### src/rtl/uart_frame_codec_pkg.sv
// Shared definitions for the UART frame codec and the debug unit.
//   - TX serializer state encoding
//   - clog2 helper used to size counters
//   - default byte width and protocol frame lengths (4-byte command in,
//     7-byte debug record out)
package uart_frame_codec_pkg;

  localparam int DEFAULT_DATA_BITS = 8;
  localparam int DEFAULT_RX_BYTES  = 4;
  localparam int DEFAULT_TX_BYTES  = 7;

  typedef enum logic [1:0] {
    TX_IDLE = 2'd0,
    TX_SEND = 2'd1,
    TX_WAIT = 2'd2
  } tx_state_t;

  // Bits needed to hold values 0..value-1; never less than 1.
  function automatic int clog2(input int value);
    int r;
    r = 0;
    while ((1 << r) < value) r++;
    if (r == 0) r = 1;
    return r;
  endfunction

endpackage

### src/rtl/uart_frame_serializer.sv
// Serialises a TX_BYTES frame LSB-byte-first through the UART TX start/done
// handshake.
// Ports:
//   i_clk, i_reset (async, active low), i_flush (abandon remaining bytes)
//   i_frame / i_frame_valid : frame offered, captured while IDLE
//   i_tx_done               : UART finished the byte in flight
//   o_tx_data / o_tx_start  : byte to send and its one-cycle start pulse
//   o_state                 : current FSM state (ready/busy derive from it)
// Handshake: a frame transfers on any cycle where the FSM is IDLE and
// i_frame_valid is high; o_frame_ready is simply (o_state == TX_IDLE).
module uart_frame_serializer
  import uart_frame_codec_pkg::*;
#(
  parameter int DATA_BITS = DEFAULT_DATA_BITS,
  parameter int TX_BYTES  = DEFAULT_TX_BYTES
) (
  input  logic                          i_clk,
  input  logic                          i_reset,
  input  logic                          i_flush,
  input  logic [TX_BYTES*DATA_BITS-1:0] i_frame,
  input  logic                          i_frame_valid,
  input  logic                          i_tx_done,
  output logic [DATA_BITS-1:0]          o_tx_data,
  output logic                          o_tx_start,
  output tx_state_t                     o_state
);

  localparam int IW = clog2(TX_BYTES + 1);
  localparam logic [IW-1:0] LAST = IW'(TX_BYTES - 1);

  tx_state_t                     state_q, state_d;
  logic [TX_BYTES*DATA_BITS-1:0] frame_q;
  logic [IW-1:0]                 idx_q;
  logic                          flush_q;  // flush seen while a byte is in flight

  always_comb begin
    state_d = state_q;
    case (state_q)
      TX_IDLE: if (i_frame_valid) state_d = TX_SEND;
      TX_SEND: state_d = i_flush ? TX_IDLE : TX_WAIT;
      TX_WAIT: begin
        if (i_tx_done) begin
          if (idx_q == LAST || flush_q || i_flush) state_d = TX_IDLE;
          else                                     state_d = TX_SEND;
        end
      end
      default: state_d = TX_IDLE;
    endcase
  end

  always_ff @(posedge i_clk or negedge i_reset) begin
    if (!i_reset) begin
      state_q <= TX_IDLE;
      frame_q <= '0;
      idx_q   <= '0;
      flush_q <= 1'b0;
    end else begin
      state_q <= state_d;
      case (state_q)
        TX_IDLE: begin
          flush_q <= 1'b0;
          if (i_frame_valid) begin
            frame_q <= i_frame;
            idx_q   <= '0;
          end
        end
        TX_WAIT: begin
          if (i_flush) flush_q <= 1'b1;
          // Shift only when moving to the next byte so o_tx_data stays put
          // through SEND and WAIT.
          if (i_tx_done && state_d == TX_SEND) begin
            frame_q <= frame_q >> DATA_BITS;
            idx_q   <= idx_q + 1'b1;
          end
        end
        default: ;
      endcase
    end
  end

  assign o_tx_data  = frame_q[DATA_BITS-1:0];
  assign o_tx_start = (state_q == TX_SEND);
  assign o_state    = state_q;

endmodule

### src/rtl/uart_frame_codec.sv
// Byte-to-word bridge between the UART and the debug unit.
// RX: assembles RX_BYTES bytes LSB-first into o_word, with inter-byte
//     timeout (o_rx_timeout pulse) and sticky overrun flag.
// TX: accepts a TX_BYTES frame and serialises it via uart_frame_serializer.
// Ports:
//   i_clk, i_reset (async, active low), i_flush (sync clear)
//   i_rx_data/i_rx_done, o_word/o_word_valid/i_word_ready,
//   o_rx_overrun, o_rx_timeout,
//   i_frame/i_frame_valid/o_frame_ready, o_tx_data/o_tx_start/i_tx_done,
//   o_tx_busy
// Handshake: a transfer happens on every cycle where valid and ready are both
// high; valid never waits on ready and the payload is stable while valid.
module uart_frame_codec
  import uart_frame_codec_pkg::*;
#(
  parameter int DATA_BITS      = DEFAULT_DATA_BITS,
  parameter int RX_BYTES       = DEFAULT_RX_BYTES,
  parameter int TX_BYTES       = DEFAULT_TX_BYTES,
  parameter int TIMEOUT_CYCLES = 16384
) (
  input  logic                          i_clk,
  input  logic                          i_reset,
  input  logic                          i_flush,
  input  logic [DATA_BITS-1:0]          i_rx_data,
  input  logic                          i_rx_done,
  output logic [RX_BYTES*DATA_BITS-1:0] o_word,
  output logic                          o_word_valid,
  input  logic                          i_word_ready,
  output logic                          o_rx_overrun,
  output logic                          o_rx_timeout,
  input  logic [TX_BYTES*DATA_BITS-1:0] i_frame,
  input  logic                          i_frame_valid,
  output logic                          o_frame_ready,
  output logic [DATA_BITS-1:0]          o_tx_data,
  output logic                          o_tx_start,
  input  logic                          i_tx_done,
  output logic                          o_tx_busy
);

  localparam int WW = RX_BYTES * DATA_BITS;
  localparam int KW = clog2(RX_BYTES + 1);
  localparam logic [KW-1:0] K_LAST = KW'(RX_BYTES - 1);

  logic [KW-1:0] k_q;
  logic [WW-1:0] asm_q;
  logic [WW-1:0] word_c;     // assembly with the incoming byte merged in
  logic          last_byte;
  logic          word_free;  // output register can take a word this cycle
  logic          expire;

  always_comb begin
    word_c = asm_q;
    word_c[k_q*DATA_BITS +: DATA_BITS] = i_rx_data;
  end

  assign last_byte = (k_q == K_LAST);
  assign word_free = !o_word_valid || i_word_ready;

  always_ff @(posedge i_clk or negedge i_reset) begin
    if (!i_reset) begin
      k_q          <= '0;
      asm_q        <= '0;
      o_word       <= '0;
      o_word_valid <= 1'b0;
      o_rx_overrun <= 1'b0;
    end else if (i_flush) begin
      k_q          <= '0;
      o_word_valid <= 1'b0;
      o_rx_overrun <= 1'b0;
    end else begin
      // Consumption first so a word completing in the same cycle overrides.
      if (o_word_valid && i_word_ready) o_word_valid <= 1'b0;
      if (i_rx_done) begin
        asm_q <= word_c;
        if (last_byte) begin
          k_q <= '0;
          if (word_free) begin
            o_word       <= word_c;
            o_word_valid <= 1'b1;
          end else begin
            o_rx_overrun <= 1'b1;
          end
        end else begin
          k_q <= k_q + 1'b1;
        end
      end else if (expire) begin
        k_q <= '0;
      end
    end
  end

  if (TIMEOUT_CYCLES > 0) begin : g_timeout
    localparam int TW = clog2(TIMEOUT_CYCLES + 1);
    localparam logic [TW-1:0] T_LAST = TW'(TIMEOUT_CYCLES - 1);

    logic [TW-1:0] tcnt_q;
    logic          pulse_q;

    // A byte arriving on the expiry cycle takes priority over the timeout.
    assign expire = (k_q != '0) && !i_rx_done && !i_flush && (tcnt_q == T_LAST);

    always_ff @(posedge i_clk or negedge i_reset) begin
      if (!i_reset) begin
        tcnt_q  <= '0;
        pulse_q <= 1'b0;
      end else begin
        pulse_q <= expire;
        if (i_flush || i_rx_done || k_q == '0 || tcnt_q == T_LAST) tcnt_q <= '0;
        else                                                       tcnt_q <= tcnt_q + 1'b1;
      end
    end

    assign o_rx_timeout = pulse_q;
  end else begin : g_no_timeout
    assign expire       = 1'b0;
    assign o_rx_timeout = 1'b0;
  end

  tx_state_t tx_state;

  uart_frame_serializer #(
    .DATA_BITS (DATA_BITS),
    .TX_BYTES  (TX_BYTES)
  ) u_serializer (
    .i_clk         (i_clk),
    .i_reset       (i_reset),
    .i_flush       (i_flush),
    .i_frame       (i_frame),
    .i_frame_valid (i_frame_valid),
    .i_tx_done     (i_tx_done),
    .o_tx_data     (o_tx_data),
    .o_tx_start    (o_tx_start),
    .o_state       (tx_state)
  );

  assign o_frame_ready = (tx_state == TX_IDLE);
  assign o_tx_busy     = (tx_state != TX_IDLE);

endmodule

### config.mk
export PLATFORM = sky130hd
export DESIGN_NAME = uart_frame_codec
export DESIGN_NICKNAME = d
export VERILOG_FILES = /design/src/rtl/uart_frame_codec_pkg.sv /design/src/rtl/uart_frame_serializer.sv /design/src/rtl/uart_frame_codec.sv
export SDC_FILE = /design/constraint.sdc
export NUM_CORES = 1
export LEC_CHECK = 0
export CORE_MARGIN = 2
export CORE_UTILIZATION = 48
export DETAILED_ROUTE_END_ITERATION = 16
export GPL_TIMING_DRIVEN = 0
export PLACE_DENSITY = 0.84
export SLEW_MARGIN = 20
export SYNTH_ARGS = -nofsm -noshare
export SYNTH_HDL_FRONTEND = slang
export SYNTH_HIERARCHICAL = 1
export SYNTH_SLANG_ARGS = --single-unit
### constraint.sdc
create_clock -name i_clk -period 2.4 [get_ports i_clk]
set_clock_uncertainty 0.05 [all_clocks]
set_input_delay 0.48 -clock i_clk [delete_from_list [all_inputs] [get_ports i_clk]]
set_output_delay 0.48 -clock i_clk [all_outputs]
set_load 0.03 [all_outputs]
==> results.yml, run 1 <==
outcome:
  status: "complete, but fails checks"
  violations: "negative hold slack"
global_route:
  antenna_found_initial: 0
  grt-ovfl-total: 0
  grt_max_degree: 78
  grt_pass1_vias: 5150
  grt_first_pass_wirelength_um: 25900
  track_usage_pct: 22.4
pwr:
  p_per_area_mw_per_mm2: 904
  power.leakage_nw: 3.78
  peakVddDrop_mv: 0.557
worst_setup_path:
  worstPathCellList: "clkdlybuf4s50_1, or4b_1, buf_2, o21ai_4, buf_6, mux2_2"
  cp.required_ps: 2650
  r2r_slack_ps: 100
  path_max_fanout: 10
  critPathKind: "in2reg"
  cp_top_family: "buffers and inverters"
  start_kind: "input port"
  slowest_stage: "or4b_1"
  cp.arrival_ps: 2610
  crit_buf_inv: 3
  end_kind: "flop"
  cp_slowest_stage_delay_ps: 560
yosys:
  synth.distinct_cells: 53
  syn_area_mm2: 0.00677
  synth-compound-area-share_pct: 10.3
  synth.area.top_cells: "dfrtp_1 (54%), mux2_2 (14%), mux2i_1 (4.9%), nand2_1 (3.1%), o32a_1 (3.1%)"
  synthTopCellsByCount: "dfrtp_1 (147), mux2_2 (84), nand2_1 (56)"
  muxShareOfSynthArea_pct: 19.2
  synth_edf_count: 0
  async_flop_share_pct: 100
  yosys.area.top_type: "dfrtp_1"
  synth.avg_cell_area_um2: 12.2
  synth-seq-cells: 147
  yosys_warnings: 6
  yosys.area_share.simple_pct: 9.69
  syn_nets: 631
  synthXorXnorAreaFrac_pct: 1.55
  seq_area_frac_synth_pct: 54.4
  yosysTopAreaCellShare_pct: 54.4
  yosysMostFrequentCell: "dfrtp_1"
  synth_adder_area_share_pct: 1.11
  synthCells: 554
  ys.flop_type: "dfrtp_1"
  synth_top_family_by_area: "multiplexers"
drt:
  drcViolationCount: 0
  ant_nets: 0
  dr.pass1.iters: 5
  dr_wl_met3_um: 748
  vias: 4896
  drt_iter0_drc: 418
  routed_wl_um: 16000
  wl_per_cell_um: 18.0
  wl_met2_um: 8210
  m1WireLength_um: 6760
  routed.top_layer: "met4"
  viasPerCell: 5.51
timing:
  hold_violations: 6
  rsz0062_at_grt: "no"
  timing.hold.ws_ps: -2.39
  slew_violations: 0
  clock.fmax_mhz: 424
  finalCritPeriodShare_pct: 98.2
  setup_viol: 0
  slew-limit-headroom_pct: 35.6
  finalCriticalPeriod_ps: 2360
  worst_pin_slew_ps: 963
clock_network:
  clock_sinks: 147
  htreeDepth: 4
  cts.path.max_buffers: 2
  clock_latency_ps: 420
  clk_pin_slew_ps: 60
  cts_buffers: 17
  cts_root_buf: "clkbuf_16"
  cts_tree: "done"
  holdBufCountCts: 0
job:
  cap_violations: 0
layout:
  final_area_mm2: 0.00883
  syn2layout_area_growth_pct: 30.4
  layout-drive-gt1-share_pct: 23.4
  final_nets: 772
  finalNonFillerCells: 888
  utilization_pct: 63.8
  num_antenna_cells: 0
hold_path:
  hold_path_class: "in2async"
place:
  hpwl_um: 11200
  dpl.cell_count: 851
  port_buffers: 116
  globalplace.congestion: 0.841
  placed_cell_area_mm2: 0.00819
floorplanning:
  die_h_um: 123
  pin_count: 117
  initial_utilization_pct: 48.9
  die_width_um: 123
  rows: 43
  die_area_mm2: 0.0151
  core_mm2: 0.0138
[cell type report]
| class | count | area (um2) |
|---|---|---|
| Clock buffer | 17 | 425 |
| Tap cell | 180 | 225 |
| Clock inverter | 15 | 149 |
| Fill cell | 1017 | 5000 |
| Multi-Input combinational cell | 357 | 2840 |
| Timing Repair Buffer | 122 | 1230 |
| Inverter | 12 | 45.0 |
| Sequential cell | 147 | 3680 |
| Buffer | 38 | 229 |
[what timing repair did]
action                                  4_1_cts  5_1_grt
gates cloned                                  0        0
setup buffers                                 2        3
endpoints found under the setup margin       18       38
pin swaps                                     2        1
gates resized for setup                       4        9
[cells in the final DEF (no fill, tap or decap), types with 14 or more instances in the layout]
cell type	Yosys	layout
nor2_1	19	18
clkbuf_16	0	17
clkdlybuf4s50_1	0	113
dfrtp_1	147	147
mux2i_1	33	33
o32a_1	21	21
o21ai_0	40	40
buf_4	10	14
mux2_2	84	84
o21a_1	21	21
nand2_1	56	56
[worst paths after layout]
check | startpoint | to | cells past startpoint
hold / removal | i_reset | g_timeout.tcnt_q[5] | 1
setup / recovery | i_flush | u_serializer/frame_q[46] | 6
min in group i_clk | o_word[11] | o_word[11] | 2
hold reg to reg | o_word[11] | o_word[11] | 2
max in group asynchronous | i_reset | u_serializer/frame_q[1] | 2
setup reg to reg | k_q[0] | asm_q[15] | 9
[routing by layer]
metal	up-vias	global-route usage [%]
met5	-	0
met4	0	7.97
met3	26	4.32
met2	154	38.5
met1	2460	28.1
li1	2256	-
[logic make-up after synthesis]
kind of cell               after synthesis
DFF                                    147
adders and majority gates                6
buffers and inverters                   50
muxes                                  119
xor gates and xnor gates                12
and+or+nand+nor                        123
AOI/OAI and AO/OA                       97
[worst register-to-register path, stage by stage (launching register included)]
cell	delay, ps
dfrtp_1	370
buf_6	130
inv_2	40
ha_1	220
ha_4	310
nand3b_4	110
or2_1	250
buf_6	170
nor2_8	170
mux2_2	370
[power by group]
group | internal [mW] | switching, mW | leakage, nW
Combinational | 1.06 | 0.924 | 1.62
Clock | 1.45 | 1.11 | 0.282
Sequential | 3.08 | 0.352 | 1.88
[per-stage QoR]
step	setup TNS [ps]	power (mW)	hold WS [ps]	worst slack, ps
2_1_floorplan	0	4.68	134	138
3_3_place_gp	-732190	5.30	417	-4860
3_5_place_dp	-24890	5.44	425	-344
4_1_cts	0	8.01	12.4	22.4
5_1_grt	0	8.36	43.0	1.37
6_report	0	7.98	-2.39	43.7
[flip-flops by register name (all words and copies together) (netlist names)]
| register | cells |
|---|---|
| o_rx_timeout | 1 |
| u_serializer/idx_q | 3 |
| asm_q | 32 |
| o_word | 32 |
| k_q | 3 |
| o_rx_overrun | 1 |
| g_timeout.tcnt_q | 15 |
| o_word_valid | 1 |
| u_serializer/flush_q | 1 |
| u_serializer/frame_q | 56 |
| u_serializer/o_state | 2 |
Power figures use the tool's default switching activity.
==> run 2, diff against run 1 <==
--- a/config.mk
+++ b/config.mk
@@ -6,10 +6,10 @@
 export NUM_CORES = 1
 export LEC_CHECK = 0
 export CORE_MARGIN = 2
-export CORE_UTILIZATION = 48
+export CORE_UTILIZATION = 35
 export DETAILED_ROUTE_END_ITERATION = 16
 export GPL_TIMING_DRIVEN = 0
-export PLACE_DENSITY = 0.84
+export PLACE_DENSITY = 0.67
 export SLEW_MARGIN = 20
 export SYNTH_ARGS = -nofsm -noshare
 export SYNTH_HDL_FRONTEND = slang
==> results.yml, run 2 (same netlist as run 1, synthesis figures left out) <==
outcome:
  status: "complete, no violations"
worst_setup_path:
  path_max_fanout: 10
  cp.required_ps: 2650
  cp.arrival_ps: 2560
  start_kind: "input port"
  critPathKind: "in2reg"
  end_kind: "flop"
  r2r_slack_ps: 110
timing:
  slew-limit-headroom_pct: 41.1
  finalCriticalPeriod_ps: 2310
  slew_violations: 0
  rsz0062_at_grt: "no"
  clock.fmax_mhz: 432
  fin_ws_ps: 86.2
  worst_pin_slew_ps: 882
  timing.hold.ws_ps: 427
  finalCritPeriodShare_pct: 96.4
  setup_viol: 0
  hold_violations: 0
pwr:
  power.leakage_nw: 3.79
  netSwitchingFraction_pct: 28.9
  total_power_mw: 8.22
  p_per_area_mw_per_mm2: 913
  peakVddDrop_mv: 0.478
  p_clk_share_pct: 34.4
  p_int_mw: 5.85
  combPwrFrac_pct: 24.0
  p_switching_mw: 2.37
  seq_power_share_pct: 41.6
layout:
  largestRegisters: "u_serializer/frame_q (56), asm_q (32), o_word (32)"
  largest_reg_flops: 56
  mostFrequentLayoutCells: "dfrtp_1 (147), clkdlybuf4s50_1 (114), mux2_2 (84), nand2_1 (55), o21ai_0 (40)"
  final_nets: 772
  layout-drive-gt1-share_pct: 23.9
  regMostFlops: "u_serializer/frame_q"
  utilization_pct: 47.8
  syn2layout_area_growth_pct: 33.1
  layout_commonest_cell: "dfrtp_1"
clock_network:
  htreeDepth: 4
  cts_root_buf: "clkbuf_16"
  cts_tree: "done"
  clock_sinks: 147
  cts_buffers: 17
  clk_pin_slew_ps: 70
  cts.path.max_buffers: 2
  clock_latency_ps: 420
drt:
  dr.pass1.iters: 4
  ant_nets: 0
  viasPerCell: 4.93
  drt_iter0_drc: 155
  drcViolationCount: 0
  wl_per_cell_um: 16.6
  vias: 4791
  routed_wl_um: 16200
floorplanning:
  die_area_mm2: 0.0205
  die_h_um: 143
  die_width_um: 143
  pin_count: 117
  core_mm2: 0.0188
  rows: 50
  initial_utilization_pct: 35.9
global_route:
  antenna_found_initial: 2
  grt-ovfl-total: 0
  use_met1_pct: 21.2
  grt_max_degree: 102
  track_usage_pct: 16.7
  grt_util_met3_pct: 3.39
  grt_pass1_vias: 5046
  grt_first_pass_wirelength_um: 26500
  gr-max-usage-layer: "met2"
  gr-usage-met2_pct: 27.9
place:
  globalplace.congestion: 0.828
  place_ws_ps: -360
  port_buffers: 116
  hpwl_um: 11700
hold_path:
  hold_path_class: "reg2reg"
job:
  cap_violations: 0
-- run 2: area by class of cell --
type	instances	area, um2
Fill cell	1687	9820
Tap cell	260	325
Clock inverter	14	191
Inverter	12	45.0
Antenna cell	3	7.51
Clock buffer	18	439
Sequential cell	147	3680
Multi-Input combinational cell	357	2860
Timing Repair Buffer	122	1230
Buffer	38	230
-- run 2: per-stage QoR --
step	std cells	instance area (um2)	setup TNS, ps
after CTS	964	8940	0
after global placement	930	8250	-748170
after floorplan	554	6770	0
after detailed placement	931	8290	-25220
after global routing	970	9000	0
final	971	9010	0
-- run 2: per-layer routing --
layer / routed length [um] / vias to the layer above
met2: 8050 / 104
met4: 451 / 0
met1: 7030 / 2388
li1: - / 2277
met5: 0 / -
met3: 617 / 22
-- run 2: final timing paths --
check | startpoint | end | cells after the start
max | i_flush | u_serializer/frame_q[24] | 6
min | o_word[9] | o_word[9] | 2
max reg2reg | k_q[0] | asm_q[13] | 9
min reg2reg | o_word[9] | o_word[9] | 2
max in group asynchronous | i_reset | u_serializer/frame_q[27] | 3
min in group asynchronous | i_reset | g_timeout.tcnt_q[0] | 2
-- run 2: what timing repair did --
action | in CTS | in global routing
resized for setup | 3 | 14
hold endpoints to repair | 46 | 0
hold buffers | 1 | 0
setup endpoints to repair | 25 | 43
pin swaps | 1 | 3
gates cloned | 0 | 0
buffers inserted | 0 | 4
-- run 2: power by group through the flow --
| stage | Clock [mW] | Sequential (mW) | Combinational [mW] |
|---|---|---|---|
| 3_5_place_dp | 0 | 3.46 | 1.98 |
| 6_report | 2.83 | 3.42 | 1.97 |
| 3_3_place_gp | 0 | 3.43 | 1.91 |
| 4_1_cts | 2.90 | 3.42 | 1.99 |
| 5_1_grt | 3.02 | 3.50 | 2.13 |
| 2_1_floorplan | 0 | 3.44 | 1.25 |
-- run 2: worst max-delay path, stage by stage --
cell,delay [ps]
clkdlybuf4s50_1,540
or4b_1,560
buf_2,200
o21ai_4,240
buf_6,190
mux2_2,350
